`src/rtl/vram_arbiter.sv`:
```
// Single-port VRAM arbiter: scanout reads win every cycle, CPU writes are posted
// into a small FIFO and drained when scanout is idle. Optional macro VRAM_ARB_OVF_CNT_EN adds OvfCount.
module vram_arbiter #(
    parameter int FIFO_DEPTH = 4,
    parameter int ADDR_W     = 14
) (
    input  logic              PxClock,
    input  logic              Reset,
    input  logic              CpuWrValid,
    input  logic [ADDR_W-1:0] CpuWrAddr,
    input  logic [7:0]        CpuWrData,
    output logic              CpuWrReady,
    input  logic              ScanReq,
    input  logic [ADDR_W-1:0] ScanAddr,
    output logic [7:0]        ScanData,
    output logic              ScanDataValid,
    output logic [ADDR_W-1:0] VramAddr,
    output logic [7:0]        VramWData,
    output logic              VramWE,
    input  logic [7:0]        VramRData,
`ifdef VRAM_ARB_OVF_CNT_EN
    output logic [7:0]        OvfCount,
`endif
    output logic              FifoEmpty
);

    localparam int PTR_W = $clog2(FIFO_DEPTH);
    localparam int CNT_W = PTR_W + 1;

    logic [ADDR_W-1:0] r_fifo_addr [FIFO_DEPTH];
    logic [7:0]        r_fifo_data [FIFO_DEPTH];
    logic [PTR_W-1:0]  r_wptr, r_rptr;
    logic [CNT_W-1:0]  r_count;
    logic [1:0]        r_vld_pipe;
    logic [7:0]        r_scan_data;

    logic w_full, w_empty, w_scan, w_pop, w_push;

    // Full/empty decode straight off the registered occupancy, so a same-cycle pop
    // never lets a full FIFO accept.
    assign w_full  = (r_count == CNT_W'(FIFO_DEPTH));
    assign w_empty = (r_count == '0);
    assign w_scan  = ScanReq && !Reset;
    assign w_pop   = !ScanReq && !w_empty && !Reset;
    assign w_push  = CpuWrValid && !w_full && !Reset;

    assign CpuWrReady    = !w_full;
    assign FifoEmpty     = w_empty;
    assign ScanData      = r_scan_data;
    assign ScanDataValid = r_vld_pipe[1];

    always_comb begin
        VramAddr  = '0;
        VramWData = '0;
        VramWE    = 1'b0;
        if (w_scan) begin
            VramAddr = ScanAddr;
        end else if (w_pop) begin
            VramAddr  = r_fifo_addr[r_rptr];
            VramWData = r_fifo_data[r_rptr];
            VramWE    = 1'b1;
        end
    end

    // Storage needs no reset; occupancy and pointers define what is live.
    always_ff @(posedge PxClock) begin
        if (w_push) begin
            r_fifo_addr[r_wptr] <= CpuWrAddr;
            r_fifo_data[r_wptr] <= CpuWrData;
        end
    end

    always_ff @(posedge PxClock) begin
        if (Reset) begin
            r_wptr      <= '0;
            r_rptr      <= '0;
            r_count     <= '0;
            r_vld_pipe  <= '0;
            r_scan_data <= '0;
        end else begin
            if (w_push) r_wptr <= r_wptr + PTR_W'(1);
            if (w_pop)  r_rptr <= r_rptr + PTR_W'(1);
            case ({w_push, w_pop})
                2'b10:   r_count <= r_count + CNT_W'(1);
                2'b01:   r_count <= r_count - CNT_W'(1);
                default: ;
            endcase
            // Stage 0 marks the cycle VramRData carries the read; stage 1 is the output.
            r_vld_pipe <= {r_vld_pipe[0], w_scan};
            if (r_vld_pipe[0]) r_scan_data <= VramRData;
        end
    end

`ifdef VRAM_ARB_OVF_CNT_EN
    logic [7:0] r_ovf_cnt;
    always_ff @(posedge PxClock) begin
        if (Reset)
            r_ovf_cnt <= '0;
        else if (CpuWrValid && w_full && r_ovf_cnt != 8'hFF)
            r_ovf_cnt <= r_ovf_cnt + 8'd1;
    end
    assign OvfCount = r_ovf_cnt;
`endif

endmodule

```
`config.mk`:
```
export PLATFORM = sky130hd
export DESIGN_NAME = vram_arbiter
export DESIGN_NICKNAME = d
export VERILOG_FILES = /design/src/rtl/vram_arbiter.sv
export SDC_FILE = /design/constraint.sdc
export NUM_CORES = 1
export LEC_CHECK = 0
export BUFFER_PORTS_ARGS = -buffer_cell sky130_fd_sc_hd__buf_2
export CORE_MARGIN = 10
export CORE_UTILIZATION = 54
export CTS_BUF_LIST = sky130_fd_sc_hd__clkbuf_16
export DETAILED_ROUTE_END_ITERATION = 10
export GPL_TIMING_DRIVEN = 0
export PLACE_DENSITY = 0.76
export SLEW_MARGIN = 15
export SYNTH_ARGS = -nofsm -noshare
export SYNTH_HDL_FRONTEND = slang
export SYNTH_SLANG_ARGS = --single-unit
```
`constraint.sdc`:
```
create_clock -name PxClock -period 2.5 [get_ports PxClock]
set_input_delay 0 -clock PxClock [delete_from_list [all_inputs] [get_ports PxClock]]
set_output_delay 0 -clock PxClock [all_outputs]
set_load 0.01 [all_outputs]
```
; ---- Yosys cells after proc, flatten, opt, wreduce, memory -nomap -nowiden
; Memory sizes are Yosys's and may differ from the RTL's. A register that Yosys moved wholly into a read port is not among the register bits.
; Cells that the tools add are included.
[word_totals]
memories = 2
input_bits = 48
register_bits = 17
ram_bits = 88
[classes]
add_sub_neg = 4
n_eq_ne = 3
reduce_logical = 11
muxes = 13
[mem_list]
columns = name, words, word_bits, rd, rd_ports_with_merged_regs, write_ports, line
row1 = r_fifo_addr, 4, 14, 1, 1, 1, 30  ; logic [ADDR_W-1:0] r_fifo_addr [FIFO_DEPTH];
row2 = r_fifo_data, 4, 8, 1, 1, 1, 31  ; logic [7:0] r_fifo_data [FIFO_DEPTH];
[op_table]
columns = op, count
row1 = 2-to-1 mux 14 bit, 2
row2 = 2-to-1 mux 8 bit, 2
row3 = 2-to-1 mux 2 bit, 4
row4 = case mux 3 bit (2 select lines), 1
row5 = logical AND 1 bit, 5
row6 = "adder 2 x 1 -> 2 bit, second input constant", 2
row7 = zero test 1 bit, 4
row8 = 2-to-1 mux 1 bit, 4
row9 = "adder 3 x 1 -> 3 bit, second input constant", 1
row10 = "== test 3 bit, second input constant", 1
row11 = zero test 3 bit, 1
row12 = "subtractor 3 x 1 -> 3 bit, second input constant", 1
row13 = "== test 2 x 1 -> 1 bit, second input constant", 1
row14 = "== test 2 bit, second input constant", 1
row15 = nonzero test 2 bit, 1

; ---- Longest topological paths before layout
; Gate-level depths: netlist of the first run.
[logic_depth]
depth_word = 6
mapped_depth = 9

; ---- Worst setup path before layout of the first run
; Ideal clock, no wire load.
[synth_path]
path_kind = register to register
from = register r_count[0]
to = register r_count[2]
t_arrival_ns = 2.043
setup_slack_ns = 0.387
stages_incl_launch_ff = 10
required_ns = 2.429
n_path_buf = 1
cell_sequence = dfxtp_1 -> nor3_4 -> nor3_2 -> buf_2 -> ha_1 -> inv_1 -> fa_1 -> xor2_1 -> or3_1 -> a21oi_1
[synth_via]
elab_chain_len = 6
word_cells_on_any_way = 14
cone_classes = 2 x add/sub / 3 x eq/ne / 1 x mux / 8 x reduce/logical
[synth_lines]
columns = element, line
row1 = from (decl), 33  ; logic [CNT_W-1:0] r_count;
row2 = from (signal assigned), 84  ; 2'b10: r_count <= r_count + CNT_W'(1);
row3 = from (signal assigned), 85  ; 2'b01: r_count <= r_count - CNT_W'(1);
row4 = zero test 3 bit *, 42  ; assign w_empty = (r_count == '0);
row5 = via FifoEmpty, 24  ; output logic FifoEmpty
row6 = zero test 1 bit *, 44  ; assign w_pop = !ScanReq && !w_empty && !Reset;
row7 = logical AND 1 bit * (2 in a row), 44
row8 = via w_pop, 37  ; logic w_full, w_empty, w_scan, w_pop, w_push;
row9 = == test 2 x 1 -> 1 bit or == test 2 bit (tied branches), 83  ; case ({w_push, w_pop})
row10 = case mux 3 bit (2 select lines) or nonzero test 2 bit (tied branches), --
; The timed path passes the listed nets; every way through them passes the cells marked *.
; A chain may end at the register's enable or synchronous reset.

; ---- Worst setup path after layout of the first run
[layout_path]
from = register r_count[0]
to = register r_count[2]
[layout_via]
elab_chain_len = 6
word_cells_on_any_way = 14
cone_classes = 2 x add/sub / 3 x eq/ne / 1 x mux / 8 x reduce/logical
[layout_lines]
columns = element, line
row1 = zero test 3 bit *, 42
row2 = zero test 1 bit *, 44
row3 = logical AND 1 bit * (2 in a row), 44
row4 = via w_pop, 37
row5 = == test 2 x 1 -> 1 bit or == test 2 bit (tied branches), 83
row6 = case mux 3 bit (2 select lines) or nonzero test 2 bit (tied branches), --
; Marks and branches as above.

==> results of run 1 <==
[worst max-delay path, cell delays in order, from the launching register on]
cell and delay, ps:
dfxtp_1 430, nor3_4 100, nor3_4 250, buf_4 250, ha_1 200, inv_1 60
fa_1 370, xor2_1 160, or3_1 300, a21oi_1 150
[kinds of logic (layout without fill, tap and decap cells)]
| kind of cell | count (synthesis) | in the layout |
|---|---|---|
| buf+inv | 19 | 147 |
| xor+xnor | 2 | 2 |
| fa+ha+maj | 6 | 6 |
| simple gates | 35 | 35 |
| flops | 107 | 107 |
| mux | 30 | 30 |
| compound gates | 26 | 26 |
[cells in the mapped netlist]
cell	number	area, µm²
edfxtp_1	88	2640
mux4_2	20	450
dfxtp_1	19	380
a22o_1	14	123
and2_1	12	75.1
nor2_1	11	41.3
inv_1	9	33.8
mux2i_1	8	80.1
a21oi_1	7	35.0
ha_1	5	62.6
buf_2	4	20.0
o21ai_0	4	20.0
buf_6	2	22.5
clkbuf_1	2	7.51
mux4_1	2	52.6
nand3_1	2	10.0
nor2b_1	2	12.5
nor3_1	2	10.0
or3_1	2	12.5
xor2_1	2	17.5
buf_1	1	3.75
buf_4	1	7.51
fa_1	1	20.0
nor3_2	1	10.0
nor3_4	1	16.3
nor3b_1	1	7.51
o31ai_1	1	7.51
or4_1	1	7.51
[path summary, 6_finish.rpt]
kind,from,cells after the start,to
setup / recovery,r_count[0],9,r_count[2]
setup reg to reg,r_count[0],9,r_count[2]
hold / removal,ScanReq,3,r_rptr[0]
hold reg to reg,ScanData[5],2,ScanData[5]
[per-layer routing]
layer	routed length, µm	track usage	part of all wire	vias up
met1	3210	0.168	0.39	1155
li1	-	-	-	1132
met2	4260	0.244	0.52	72
met3	561	0.0458	0.069	13
met5	0	0	0	-
met4	156	0.0630	0.019	0
[final cells by class]
cell class                 instances  share of cell area
clock buffer                       9              0.0423
multi-input combinational         99               0.203
inverter                           9             0.00635
buffer                            10              0.0120
timing repair buffer             112               0.135
sequential                       107               0.568
clock inverter                     7             0.00941
tap                              102              0.0240
[power by group through the flow]
stage | Sequential, mW | Clock [mW] | Combinational [mW]
final | 2.01 | 1.30 | 0.422
after global routing | 2.02 | 1.40 | 0.461
after CTS | 2.01 | 1.33 | 0.427
after detailed placement | 2.05 | 0 | 0.385
after global placement | 2.05 | 0 | 0.374
after floorplan | 2.05 | 0 | 0.243
[stage by stage]
| step | total power [mW] | worst slack [ps] |
|---|---|---|
| detailed placement | 2.44 | 8.58 |
| finish | 3.74 | 148 |
| global route | 3.88 | 0.853 |
| floorplan | 2.29 | 387 |
| global placement | 2.43 | 47.3 |
| CTS | 3.77 | 67.9 |
[repair_timing]
| action | CTS | global route |
|---|---|---|
| endpoints found under the setup margin | 1 | 1 |
| pin swaps | 0 | 0 |
| gates cloned | 0 | 0 |
| resized for setup | 1 | 2 |
| hold buffers | 31 | 0 |
| hold endpoints to repair | 98 | 0 |
[registers in the layout (all words and copies together) (netlist names), named ones only]
| name | cells |
|---|---|
| r_fifo_addr | 56 |
| r_fifo_data | 32 |
| r_count | 3 |
| r_vld_pipe | 2 |
| r_rptr | 2 |
| ScanData | 8 |
| r_wptr | 2 |
==> results.py, run 1 <==
metrics = {
    "job": {
        "max-cap-violations": 0,
    },
    "cells_and_area": {
        "post-route-util": 0.696,
        "layout_common_cells": "88 x edfxtp_1, 84 x buf_2, 31 x dlygate4sd3_1, 20 x mux4_2, 19 x dfxtp_1",
        "drive_gt1_frac": 0.360,
        "fin_area_um2": 5320,
        "diodes": 0,
        "area_growth_pct": 27.0,
        "ff_latch_area_um2": 3020,
        "fillCellCount": 497,
        "multi_input_area_um2": 1080,
        "instances_no_fill": 455,
        "final_common_cell": "edfxtp_1",
        "nets": 402,
    },
    "worst_setup_path": {
        "cp.required_ps": 2770,
        "crit_type": "reg2reg",
        "cp-start-kind": "flip-flop",
        "rrSetupSlack_ps": 150,
        "arrival_ps": 2620,
        "crit_path_end_kind": "flip-flop",
        "path_max_fanout": 10,
    },
    "yosys": {
        "netlist_area_um2": 4190,
        "yosys_register_bits": 107,
        "yosys_warnings": 0,
        "netlist_instances": 225,
        "synth.area.mux_share": 0.139,
        "synth_top_family_by_area": "multiplexers",
        "syn_nets": 279,
        "yosysSeqAreaShare": 0.722,
        "synth_fa_ha_area_frac": 0.0197,
        "synth_compound_area_frac": 0.0442,
        "synth_xor_area_frac": 0.00418,
        "yosys.area_share.simple": 0.0484,
        "ys_types": 28,
        "synth_area_per_cell_um2": 18.6,
    },
    "cts": {
        "cts_tree": "built",
        "clock_sinks": 107,
        "cts_made_buffers": 9,
        "h-tree-depth": 3,
        "post_cts.repair.setup_buffers": 0,
        "clk_pin_slew_ps": 70,
        "cts.path.max_buffers": 2,
        "clock_latency_ps": 340,
        "clock-root-buffer": "clkbuf_16",
    },
    "timing": {
        "hold_ws_ps": 79.2,
        "slew_headroom": 0.237,
        "fin_crit_sh": 0.941,
        "timing.setup.tns_ps": 0,
        "skew_ps": 6.11,
        "rsz0062_at_grt": "no",
        "fmax_ghz": 0.425,
        "final_hold_viol_count": 0,
        "final_max_slew_viol_count": 0,
        "setup_viol": 0,
        "period_needed_ps": 2350,
        "worst_slew_pin_slew_ps": 1140,
    },
    "pwr": {
        "p_int_mw": 2.89,
        "p_sw_mw": 0.847,
        "p_comb_frac": 0.113,
        "p_seq_frac": 0.539,
        "power.density_nw_per_um2": 703,
        "p_clk_frac": 0.348,
        "ir_drop_mv": 0.702,
        "power_leakage_nw": 1.98,
        "switching_share": 0.227,
    },
    "route": {
        "post_drt_wl_per_cell_um": 18.0,
        "drcViolationCount": 0,
        "routed-via-count": 2372,
        "drtIter0Drc": 83,
        "wl_um": 8190,
        "vias_per_cell": 5.21,
        "ant_nets": 0,
        "dr.pass1.iters": 4,
    },
    "status": {
        "outcome": "finished clean",
    },
    "global_routing": {
        "overflow": 0,
        "grt_pass1_vias": 2501,
        "antenna_found_initial": 0,
        "grt.total_usage": 0.145,
        "grt_first_pass_wirelength_um": 12900,
        "grt_max_degree": 23,
    },
    "floorplanning": {
        "row_count": 32,
        "ios": 82,
        "core_area_um2": 7650,
        "initial_utilization": 0.548,
        "die_h_um": 108,
        "die_w_um": 108,
        "die_area_um2": 11700,
    },
    "placed_design": {
        "place_area_um2": 4720,
        "hpwl_um": 5340,
        "portBuffers": 81,
        "dp.cells": 408,
        "gp_congestion": 0.712,
    },
    "min_path": {
        "hold_class": "in2reg",
    },
}
Note: power is estimated with default switching activity, not from simulation.
==> run 2: changes to the inputs <==
--- a/config.mk
+++ b/config.mk
@@ -5,13 +5,16 @@
 export SDC_FILE = /design/constraint.sdc
 export NUM_CORES = 1
 export LEC_CHECK = 0
+export ABC_AREA = 0
 export BUFFER_PORTS_ARGS = -buffer_cell sky130_fd_sc_hd__buf_2
 export CORE_MARGIN = 10
 export CORE_UTILIZATION = 54
 export CTS_BUF_LIST = sky130_fd_sc_hd__clkbuf_16
 export DETAILED_ROUTE_END_ITERATION = 10
+export GPL_ROUTABILITY_DRIVEN = 0
 export GPL_TIMING_DRIVEN = 0
 export PLACE_DENSITY = 0.76
+export REMOVE_ABC_BUFFERS = 1
 export SLEW_MARGIN = 15
 export SYNTH_ARGS = -nofsm -noshare
 export SYNTH_HDL_FRONTEND = slang
==> results.py, run 2 (synthesis gave the netlist of run 1 again) <==
metrics = {
    "cells_and_area": {
        "drive_gt1_frac": 0.358,
        "layout_common_cells": "88 x edfxtp_1, 81 x buf_2, 31 x dlygate4sd3_1, 20 x mux4_2, 18 x dfxtp_1",
        "final_common_cell": "edfxtp_1",
        "post-route-util": 0.701,
        "instances_no_fill": 449,
        "area_growth_pct": 27.9,
        "nets": 395,
        "largest_register_ffs": 56,
        "regMostFlops": "r_fifo_addr",
    },
    "min_path": {
        "holdPathStages": 2,
        "worstHoldEndpoint": "ScanData[1]",
        "worstHoldStart": "Reset",
        "hold_class": "in2reg",
    },
    "global_routing": {
        "grt_max_degree": 23,
        "overflow": 0,
        "antenna_found_initial": 1,
        "grt_first_pass_wirelength_um": 13100,
        "grt.total_usage": 0.149,
        "grt_pass1_vias": 2555,
    },
    "worst_setup_path": {
        "crit_path_end_kind": "flip-flop",
        "worstRegToRegCells": 3,
        "cp_num_buf_inv": 0,
        "slowest_stage": "and2_1",
        "r2r_end": "r_fifo_data[3][7]",
        "cp.required_ps": 2450,
        "arrival_ps": 2150,
        "max_stage_delay_ps": 940,
        "reg2reg_from": "r_count[0]",
        "worstPathCellList": "nor3b_2, nor3_1, and2_1",
        "cp_top_family": "simple AND/OR/NAND/NOR gates",
        "path_max_fanout": 22,
        "cp-start-kind": "flip-flop",
        "crit_type": "reg2reg",
        "rrSetupSlack_ps": 300,
    },
    "floorplanning": {
        "die_h_um": 108,
        "die_area_um2": 11700,
        "core_area_um2": 7650,
        "ios": 82,
        "die_w_um": 108,
        "initial_utilization": 0.548,
        "row_count": 32,
    },
    "pwr": {
        "p_seq_frac": 0.522,
        "p_clk_frac": 0.371,
        "ir_drop_mv": 0.466,
        "switching_share": 0.210,
        "power_leakage_nw": 1.98,
        "p_comb_frac": 0.106,
        "p_int_mw": 3.08,
        "power.density_nw_per_um2": 727,
        "p_sw_mw": 0.817,
    },
    "route": {
        "vias_per_cell": 5.35,
        "wl_um": 8590,
        "routed-via-count": 2401,
        "drcViolationCount": 0,
        "drtIter0Drc": 119,
        "post_drt_wl_per_cell_um": 19.1,
        "dr.pass1.iters": 4,
        "ant_nets": 0,
    },
    "placed_design": {
        "hpwl_um": 5240,
        "place_ws_ps": 201,
        "dp.cells": 400,
        "portBuffers": 81,
    },
    "cts": {
        "cts.path.max_buffers": 2,
        "h-tree-depth": 3,
        "cts_tree": "built",
        "clock_latency_ps": 340,
        "cts_made_buffers": 9,
        "post_cts.repair.setup_buffers": 0,
        "clock-root-buffer": "clkbuf_16",
        "clk_pin_slew_ps": 70,
        "clock_sinks": 107,
    },
    "job": {
        "max-cap-violations": 0,
    },
    "timing": {
        "setup_viol": 0,
        "fmax_ghz": 0.454,
        "setup_ws_ps": 299,
        "final_max_slew_viol_count": 0,
        "worst_slew_pin_slew_ps": 1130,
        "period_needed_ps": 2200,
        "slew_headroom": 0.244,
        "fin_crit_sh": 0.881,
        "rsz0062_at_grt": "no",
        "final_hold_viol_count": 0,
        "timing.setup.tns_ps": 0,
        "skew_ps": 7.12,
    },
    "status": {
        "outcome": "finished clean",
    },
}
[run 2: power by group through the flow]
stage | logic [mW] | clock network (mW) | registers [mW]
detailed placement | 0.374 | 0 | 2.07
global route | 0.450 | 1.52 | 2.04
CTS | 0.416 | 1.47 | 2.03
floorplan | 0.201 | 0 | 2.07
finish | 0.415 | 1.45 | 2.03
global placement | 0.326 | 0 | 2.08
[run 2: how the worst max path moves through the flow]
stage,startpoint,to,slack (ps),cells past startpoint
floorplan,r_count[0],r_count[2],40,8
global placement,r_count[0],r_count[2],-670,8
detailed placement,r_count[0],r_fifo_data[0][5],200,3
CTS,r_count[2],r_count[2],180,9
global route,r_count[0],r_fifo_addr[3][6],110,3
finish,r_count[0],r_fifo_data[3][7],300,3
[run 2: layout make-up]
class | count | area, µm²
flip-flops and latches | 107 | 3020
well taps | 102 | 128
fillers | 475 | 2290
repair buffers | 115 | 773
diodes | 1 | 2.50
multi-input cells | 99 | 1090
clock inverters | 7 | 85.1
inverters | 9 | 33.8
clock buffers | 9 | 225
[run 2: routing by layer]
layer,global-route usage,share of wire,vias to the layer above
met5,0,0,-
met1,0.166,0.40,1197
met2,0.260,0.53,62
met3,0.0357,0.046,19
li1,-,-,1123
met4,0.0754,0.026,0
[run 2: worst register-to-register path: stages, from the launching register on]
cell and delay (ps):
dfxtp_1 440, nor3b_2 100, nor3_1 320, and2_1 940
[run 2: timing repair]
action                                  in CTS  in global routing
endpoints found under the setup margin       0                  1
gates resized for setup                      0                  1
hold buffers                                31                  0
hold endpoints to repair                    98                  0
[run 2: per-stage QoR]
step | instance area (µm²) | hold WS, ps | total power, mW
after global placement | 4660 | 213 | 2.41
final | 5360 | 70.0 | 3.89
after floorplan | 4130 | 50.7 | 2.28
after CTS | 5330 | 55.8 | 3.92
after global routing | 5360 | 100 | 4.01
after detailed placement | 4710 | 220 | 2.45
